<file path="config.mk">
export PLATFORM = sky130hd
export DESIGN_NAME = mem_stage_dmem_ctrl_flat
export DESIGN_NICKNAME = d
export VERILOG_FILES = /design/src/rtl/mem_stage_dmem_ctrl_pkg.sv /design/src/rtl/mem_stage_dmem_ctrl_if.sv /design/src/rtl/mem_stage_dmem_ctrl_load_align.sv /design/src/rtl/mem_stage_dmem_ctrl.sv /design/src/flat_wrapper.sv
export SDC_FILE = /design/constraint.sdc
export NUM_CORES = 1
export LEC_CHECK = 0
export CAP_MARGIN = 20
export CORE_MARGIN = 8
export CORE_UTILIZATION = 41
export DETAILED_ROUTE_END_ITERATION = 10
export GPL_ROUTABILITY_DRIVEN = 0
export PLACE_DENSITY_LB_ADDON = 0.08
export SLEW_MARGIN = 15
export SYNTH_ARGS = -nofsm -noshare
export SYNTH_HDL_FRONTEND = slang
export SYNTH_SLANG_ARGS = --single-unit
</file>
<file path="constraint.sdc">
create_clock -name clk -period 2.65 [get_ports clk]
set_input_delay 0.53 -clock clk [delete_from_list [all_inputs] [get_ports clk]]
set_output_delay 0.53 -clock clk [all_outputs]
set_load 0.1 [all_outputs]
</file>
<file path="src/rtl/mem_stage_dmem_ctrl_pkg.sv">
`default_nettype none
// ============================================================================
// Module   : rv32i_types (package)
// Brief    : Shared RV32I load/store encodings, MEM-stage controller states
//            and small alignment/mask helpers.
// Revision : 1.0 - initial release
// ============================================================================
package rv32i_types;

    // Load funct3 encodings
    typedef enum logic [2:0] {
        LB  = 3'b000,
        LH  = 3'b001,
        LW  = 3'b010,
        LBU = 3'b100,
        LHU = 3'b101
    } load_funct3_t;

    // Store funct3 encodings
    typedef enum logic [2:0] {
        SB = 3'b000,
        SH = 3'b001,
        SW = 3'b010
    } store_funct3_t;

    // Data-memory controller states
    typedef enum logic [1:0] {
        IDLE = 2'd0,
        REQ  = 2'd1,
        DONE = 2'd2
    } dmem_state_t;

    // Access size lives in funct3[1:0] for both loads and stores:
    // 10 = word, 01 = half, anything else behaves as a byte (always aligned).
    function automatic logic is_aligned(input logic [2:0] funct3, input logic [1:0] offset);
        logic ok;
        case (funct3[1:0])
            2'b10:   ok = (offset == 2'b00);
            2'b01:   ok = (offset[0] == 1'b0);
            default: ok = 1'b1;
        endcase
        return ok;
    endfunction

    // Byte enables for a store at the given byte offset; unknown sizes write nothing.
    function automatic logic [3:0] store_mask(input logic [2:0] funct3, input logic [1:0] offset);
        logic [3:0] m;
        case (funct3)
            SB:      m = 4'b0001 << offset;
            SH:      m = 4'b0011 << offset;
            SW:      m = 4'b1111;
            default: m = 4'b0000;
        endcase
        return m;
    endfunction

endpackage
`default_nettype wire

</file>
<file path="src/rtl/mem_stage_dmem_ctrl_if.sv">
`default_nettype none
// ============================================================================
// Module   : mem_stage_dmem_ctrl_if
// Brief    : Data-memory / dcache request-response bus. The controller is the
//            master; the memory or cache port is the slave.
// Revision : 1.0 - initial release
// ============================================================================
interface mem_stage_dmem_ctrl_if #(
    parameter int XLEN   = 32,
    parameter int MASK_W = 4
);
    logic [XLEN-1:0]   dmem_address;
    logic              dmem_read;
    logic              dmem_write;
    logic [MASK_W-1:0] dmem_wmask;
    logic [XLEN-1:0]   dmem_wdata;
    logic [XLEN-1:0]   dmem_rdata;
    logic              dmem_resp;

    modport master (
        output dmem_address, dmem_read, dmem_write, dmem_wmask, dmem_wdata,
        input  dmem_rdata, dmem_resp
    );

    modport slave (
        input  dmem_address, dmem_read, dmem_write, dmem_wmask, dmem_wdata,
        output dmem_rdata, dmem_resp
    );
endinterface
`default_nettype wire

</file>
<file path="src/rtl/mem_stage_dmem_ctrl_load_align.sv">
`default_nettype none
// ============================================================================
// Module   : load_align
// Brief    : Selects the addressed byte/half of a read word and sign- or
//            zero-extends it according to the load funct3.
// Revision : 1.0 - initial release
// ============================================================================
module load_align
    import rv32i_types::*;
#(
    parameter int XLEN = 32
) (
    input  wire logic [XLEN-1:0] rdata,
    input  wire logic [1:0]      offset,
    input  wire logic [2:0]      funct3,
    output logic      [XLEN-1:0] data
);

    logic [XLEN-1:0] byte_shift;
    logic [XLEN-1:0] half_shift;

    // Shift the addressed lane down to bit 0, then extend per load type
    always_comb begin
        byte_shift = rdata >> {offset, 3'b000};
        half_shift = rdata >> {offset[1], 4'b0000};
        case (funct3)
            LB:      data = {{(XLEN-8){byte_shift[7]}},   byte_shift[7:0]};
            LH:      data = {{(XLEN-16){half_shift[15]}}, half_shift[15:0]};
            LW:      data = rdata;
            LBU:     data = {{(XLEN-8){1'b0}},            byte_shift[7:0]};
            LHU:     data = {{(XLEN-16){1'b0}},           half_shift[15:0]};
            default: data = '0;
        endcase
    end

endmodule
`default_nettype wire

</file>
<file path="src/rtl/mem_stage_dmem_ctrl.sv">
`default_nettype none
// ============================================================================
// Module   : mem_stage_dmem_ctrl
// Brief    : MEM-stage load/store controller. Accepts an access from EX/MEM,
//            checks alignment, issues a held request on the dmem bus, stalls
//            the pipeline until the response, and returns extended load data.
// Revision : 1.0 - initial release
// ============================================================================
module mem_stage_dmem_ctrl
    import rv32i_types::*;
#(
    parameter int XLEN   = 32,
    parameter int MASK_W = 4
) (
    input  wire logic              clk,
    input  wire logic              rst,
    input  wire logic              in_valid,
    input  wire logic              in_mem_read,
    input  wire logic              in_mem_write,
    input  wire logic [2:0]        in_funct3,
    input  wire logic [XLEN-1:0]   in_mar,
    input  wire logic [XLEN-1:0]   in_wdata,
    mem_stage_dmem_ctrl_if.master  dmem,
    output logic                   stall,
    output logic      [XLEN-1:0]   load_data,
    output logic                   load_valid,
    output logic                   misalign
);

    dmem_state_t       state_q,     state_d;
    logic [XLEN-1:0]   addr_q,      addr_d;
    logic [XLEN-1:0]   wdata_q,     wdata_d;
    logic [MASK_W-1:0] wmask_q,     wmask_d;
    logic              read_q,      read_d;
    logic              write_q,     write_d;
    logic [2:0]        funct3_q,    funct3_d;
    logic [1:0]        offset_q,    offset_d;
    logic              is_load_q,   is_load_d;
    logic [XLEN-1:0]   load_data_q, load_data_d;
    logic              misalign_q,  misalign_d;

    logic              access;
    logic              is_load;
    logic [XLEN-1:0]   aligned_rdata;

    // A read+write combination is illegal upstream; it is handled as a load.
    assign access  = in_valid & (in_mem_read | in_mem_write);
    assign is_load = in_mem_read;

    load_align #(.XLEN(XLEN)) u_load_align (
        .rdata  (dmem.dmem_rdata),
        .offset (offset_q),
        .funct3 (funct3_q),
        .data   (aligned_rdata)
    );

    // Next-state, request latching and pipeline handshake outputs
    always_comb begin
        state_d     = state_q;
        addr_d      = addr_q;
        wdata_d     = wdata_q;
        wmask_d     = wmask_q;
        read_d      = read_q;
        write_d     = write_q;
        funct3_d    = funct3_q;
        offset_d    = offset_q;
        is_load_d   = is_load_q;
        load_data_d = load_data_q;
        misalign_d  = 1'b0;
        stall       = 1'b0;
        load_valid  = 1'b0;

        case (state_q)
            IDLE: begin
                if (access) begin
                    if (is_aligned(in_funct3, in_mar[1:0])) begin
                        stall     = 1'b1;
                        addr_d    = {in_mar[XLEN-1:2], 2'b00};
                        wdata_d   = is_load ? '0 : in_wdata;
                        wmask_d   = is_load ? '0 : store_mask(in_funct3, in_mar[1:0]);
                        read_d    = is_load;
                        write_d   = ~is_load;
                        funct3_d  = in_funct3;
                        offset_d  = in_mar[1:0];
                        is_load_d = is_load;
                        state_d   = REQ;
                    end else begin
                        // Dropped: flag it and let the pipeline move on
                        misalign_d = 1'b1;
                    end
                end
            end
            REQ: begin
                stall = 1'b1;
                if (dmem.dmem_resp) begin
                    read_d  = 1'b0;
                    write_d = 1'b0;
                    if (is_load_q) begin
                        load_data_d = aligned_rdata;
                    end
                    state_d = DONE;
                end
            end
            DONE: begin
                // Stall released here; a new access is only looked at in IDLE
                load_valid = is_load_q;
                state_d    = IDLE;
            end
            default: begin
                state_d = IDLE;
            end
        endcase
    end

    // State and latched request registers
    always_ff @(posedge clk) begin
        if (rst) begin
            state_q     <= IDLE;
            addr_q      <= '0;
            wdata_q     <= '0;
            wmask_q     <= '0;
            read_q      <= 1'b0;
            write_q     <= 1'b0;
            funct3_q    <= '0;
            offset_q    <= '0;
            is_load_q   <= 1'b0;
            load_data_q <= '0;
            misalign_q  <= 1'b0;
        end else begin
            state_q     <= state_d;
            addr_q      <= addr_d;
            wdata_q     <= wdata_d;
            wmask_q     <= wmask_d;
            read_q      <= read_d;
            write_q     <= write_d;
            funct3_q    <= funct3_d;
            offset_q    <= offset_d;
            is_load_q   <= is_load_d;
            load_data_q <= load_data_d;
            misalign_q  <= misalign_d;
        end
    end

    assign dmem.dmem_address = addr_q;
    assign dmem.dmem_read    = read_q;
    assign dmem.dmem_write   = write_q;
    assign dmem.dmem_wmask   = wmask_q;
    assign dmem.dmem_wdata   = wdata_q;
    assign load_data         = load_data_q;
    assign misalign          = misalign_q;

endmodule
`default_nettype wire

</file>
<file path="src/flat_wrapper.sv">
// flat-port wrapper written by rule: the top's interface ports become plain ports
module mem_stage_dmem_ctrl_flat import rv32i_types::*;
#(
    parameter int XLEN   = 32,
    parameter int MASK_W = 4
)
  (clk, rst, in_valid, in_mem_read, in_mem_write, in_funct3, in_mar, in_wdata, stall, load_data, load_valid, misalign, dmem_dmem_address, dmem_dmem_read, dmem_dmem_write, dmem_dmem_wmask, dmem_dmem_wdata, dmem_dmem_rdata, dmem_dmem_resp);
  mem_stage_dmem_ctrl_if #(.XLEN(XLEN), .MASK_W(MASK_W)) dmem_i ();
  input  wire logic clk;
  input  wire logic rst;
  input  wire logic in_valid;
  input  wire logic in_mem_read;
  input  wire logic in_mem_write;
  input  wire logic [2:0] in_funct3;
  input  wire logic [XLEN-1:0] in_mar;
  input  wire logic [XLEN-1:0] in_wdata;
  output logic stall;
  output logic      [XLEN-1:0] load_data;
  output logic load_valid;
  output logic misalign;
  output wire logic [$bits(dmem_i.dmem_address)-1:0] dmem_dmem_address;
  output wire logic [$bits(dmem_i.dmem_read)-1:0] dmem_dmem_read;
  output wire logic [$bits(dmem_i.dmem_write)-1:0] dmem_dmem_write;
  output wire logic [$bits(dmem_i.dmem_wmask)-1:0] dmem_dmem_wmask;
  output wire logic [$bits(dmem_i.dmem_wdata)-1:0] dmem_dmem_wdata;
  input wire logic [$bits(dmem_i.dmem_rdata)-1:0] dmem_dmem_rdata;
  input wire logic [$bits(dmem_i.dmem_resp)-1:0] dmem_dmem_resp;
  assign dmem_dmem_address = dmem_i.dmem_address;
  assign dmem_dmem_read = dmem_i.dmem_read;
  assign dmem_dmem_write = dmem_i.dmem_write;
  assign dmem_dmem_wmask = dmem_i.dmem_wmask;
  assign dmem_dmem_wdata = dmem_i.dmem_wdata;
  assign dmem_i.dmem_rdata = dmem_dmem_rdata;
  assign dmem_i.dmem_resp = dmem_dmem_resp;
  mem_stage_dmem_ctrl #(.XLEN(XLEN), .MASK_W(MASK_W)) u_core (.clk(clk), .rst(rst), .in_valid(in_valid), .in_mem_read(in_mem_read), .in_mem_write(in_mem_write), .in_funct3(in_funct3), .in_mar(in_mar), .in_wdata(in_wdata), .dmem(dmem_i), .stall(stall), .load_data(load_data), .load_valid(load_valid), .misalign(misalign));
endmodule
</file>
==> reports/summary.md <==
* number of antenna violations at the first check in global routing: 0
* first-pass GRT wire length: 21900 µm
* Synth async-reset ratio: 0%
* share of the yosys chip area belonging to registers: 49.5%
* Post-DP Area: 6420 µm²
* Die Area: 14300 µm²
* status: completed
* chain of cells forming the critical path: clkdlybuf4s50_1 -> or3b_4 -> a31oi_1 -> nor2_1 -> nor2_4 -> buf_12
* via count of the first global-routing pass: 4239
* GRT Overall Usage: 18.6%
* worst min path class: flop to flop
* transition time at the pin with the least slew margin: 0.831 ns
* Iteration-0 DRC Markers: 226
* register clock-pin slew on the reported worst setup and hold paths: 0.11 ns
* maximum number of pins on one net before global-route repair: 41
* number of placement rows: 38
* detailed-routing iteration count for the pre-antenna-repair pass: 4
* H-tree levels: 3
* Final Critical Period: 2.52 ns
* Post-Route Hold Slack: 0.461 ns
* Die Ht: 120 µm
* worst hold path cell count: 2
* Achievable Freq: 0.397 GHz
* sum of routed wire length over all layers: 13600 µm
* routed vias/inst: 5.07
* biggest cell delay along the critical path: 0.50 ns
* clock buffers created by TritonCTS: 9
* IR drop worst, VDD: 385 µV
* post-route cell area: 6670 µm²
* RSZ-0062 raised after global routing: no
* total number of clock tree sinks: 109
* hold path startpoint: u_core.dmem.dmem_address[18]
* average cell area after synthesis: 8.99 µm²
* WP data arrival: 1.99 ns
* post-synthesis instance area: 4410 µm²
* count of boundary I/O pins: 210
* number of nets in the layout: 796
* routed length per placed instance: 16.3 µm
* Diodes inserted: 0
* most common flop cell mapped by yosys: dfxtp_1
* initial core utilization: 41.4%
* Final Skew: 0.0141 ns
* # fillers: 968
* maximum fanout encountered on the critical timing path: 6
* ratio of cells with drive above 1 in the final layout: 23.1%
* core area: 10700 µm²
* leakage power: 0.00279 µW
* synth unique cells: 45
* synthesis-to-finish area growth: 51.1%
* depth of the worst register-to-register path: 4
* max-capacitance violation count: 0
* post-synthesis cell count: 491
* sum of overflow across all layers after global routing: 0
* count of synthesis-stage warnings from yosys: 0
* detailed-route via count: 4226
* remaining max-slew budget at the tightest pin: 44.5%
* CTS tree: done
* Worst Path Class, Setup: input pin to output pin
* Yosys reg bits: 109
* final sum of negative setup slack: 0 ns
* type of destination of the critical path: output pin
* reg-to-reg critical path startpoint: u_core.offset_q[1]
* maximum root-to-sink buffer count: 2
* I/O Buffers: 207
* number of enable flip-flop cells after synthesis: 0
* worst-case hold path end point: u_core.dmem.dmem_address[18]
* cell with the largest stage delay on the worst path: clkdlybuf4s50_1
* DRC violation count after routing: 0
* final HPWL from detailed placement: 10500 µm
* Antenna Violating Nets Remaining: 0
* root buffer selected by CTS: clkbuf_8
* Power per Cell Area: 575 nW/µm²
* endpoint of the lowest-slack register-to-register path: u_core.load_data[15]
* endpoint required time on the critical path: 2.12 ns
* count of pins over their slew limit: 0
* Final Cycle Share: 95.2%
* Worst R2R Setup Slack: 0.77 ns
* CP Launch Type: input pin
* Fin. Hold Viols: 0
* final number of setup-violating endpoints: 0
* clock insertion delay at the later pin of the skew report: 0.38 ns
* width of the die: 120 µm
kinds of logic (layout without fill, tap and decap cells):
family                   Yosys count  count (layout)  share of synthesized area, %
AND/OR/NAND/NOR                  155             155                          15.4
multiplexers                      24              24                          5.64
flip-flops                       109             109                          49.5
AO/OA/AOI/OAI                    157             157                          24.2
buffers and inverters             42             243                          4.34
adder cells (fa/ha/maj)            3               3                         0.851
other                              1               2                        0.0850
stage by stage:
stage                     instances  util [%]  setup WS (ns)  total power [µW]
after detailed placement        816      60.2         -0.173              2740
final                           833      62.6          0.128              3830
after global routing            833      62.6         0.0380              3990
after global placement          816      60.2         -0.302              2720
after floorplan                 492         -          0.208              2390
after CTS                       833      62.5         0.0138              3880
final cells by class:
class | count | area [µm²] | area share (%)
clock inverter | 7 | 110 | 1.65
clock buffer | 9 | 124 | 1.86
multi-input combinational | 341 | 2080 | 31.3
sequential | 109 | 2180 | 32.7
timing repair buffer | 225 | 1980 | 29.7
inverter | 2 | 7.51 | 0.113
tap | 140 | 175 | 2.63
flip-flops by register name, summed over array words and instances, names as in the netlist:
name	cells
u_core.misalign	1
u_core.is_load_q	1
u_core.dmem.dmem_read	1
u_core.dmem.dmem_wdata	32
u_core.dmem.dmem_write	1
u_core.offset_q	2
u_core.dmem.dmem_wmask	4
u_core.funct3_q	3
u_core.load_data	32
u_core.dmem.dmem_address	30
u_core.state_q	2
synthesized netlist by cell type (2+ instances only):
master / count / area (µm²)
or3_1: 2 / 12.5
o211ai_1: 4 / 30.0
a31oi_1: 17 / 106
buf_2: 12 / 60.1
buf_4: 5 / 37.5
or2_2: 2 / 12.5
nor2_1: 20 / 75.1
nor3b_2: 2 / 25.0
mux2_2: 7 / 78.8
a32oi_1: 6 / 52.6
nand2b_1: 5 / 31.3
dfxtp_1: 109 / 2180
inv_1: 2 / 7.51
clkbuf_1: 23 / 86.3
ha_1: 3 / 37.5
nand3_1: 2 / 10.0
a22o_1: 32 / 280
o21ai_0: 16 / 80.1
mux2i_1: 17 / 170
nand2_1: 110 / 413
a211oi_1: 9 / 67.6
nor2b_1: 3 / 18.8
a21oi_1: 46 / 230
a21o_1: 16 / 120
worst max path at each step:
| stage | from | endpoint |
|---|---|---|
| floorplan | in_funct3[0] | stall |
| global placement | in_funct3[0] | u_core.dmem.dmem_write |
| detailed placement | in_funct3[1] | u_core.dmem.dmem_wmask[3] |
| CTS | in_funct3[0] | stall |
| global route | in_mar[0] | stall |
| finish | in_mar[0] | stall |
power by group:
group	total (µW)	internal [µW]	switching, µW
clock	1140	483	657
sequential	1730	1690	38.4
combinational	961	322	639
total	3830	2500	1330
layout by cell type, fill, tap and decap left out, types with 2 or more instances in the layout:
cell / n
buf_4: 118
nand2_1: 110
dfxtp_1: 109
clkdlybuf4s50_1: 101
a21oi_1: 46
a22o_1: 32
a31oi_1: 17
nor2_1: 17
mux2i_1: 17
a21o_1: 16
o21ai_0: 16
a211oi_1: 9
clkbuf_8: 9
mux2_2: 7
a32oi_1: 6
nand2b_1: 5
o211ai_1: 4
nor2_4: 3
nor2b_1: 3
buf_12: 3
or2_2: 2
or3_1: 2
nand3_1: 2
ha_1: 2
conb_1: 2
clkinv_8: 2
inv_8: 2
critical path: cells and delay by family:
kind	cells	cell delay, ns
compound gates	1	0.17
buf+inv	2	0.68
simple gates	3	0.60
per-layer routing:
| layer | up-vias | global-route usage (%) | part of all wire [%] |
|---|---|---|---|
| li1 | 2134 | - | - |
| met1 | 1956 | 22.3 | 42 |
| met2 | 128 | 31.1 | 49 |
| met3 | 8 | 6.25 | 7.9 |
| met4 | 0 | 5.54 | 0.93 |
| met5 | - | 0 | 0 |
timing repair:
item | CTS | global route
endpoints found under the setup margin | 1 | 1
hold buffers | 0 | 0
gates resized for setup | 2 | 2
pin swaps | 1 | 1
setup buffers | 1 | 0
(Power assumes the default switching activity.)
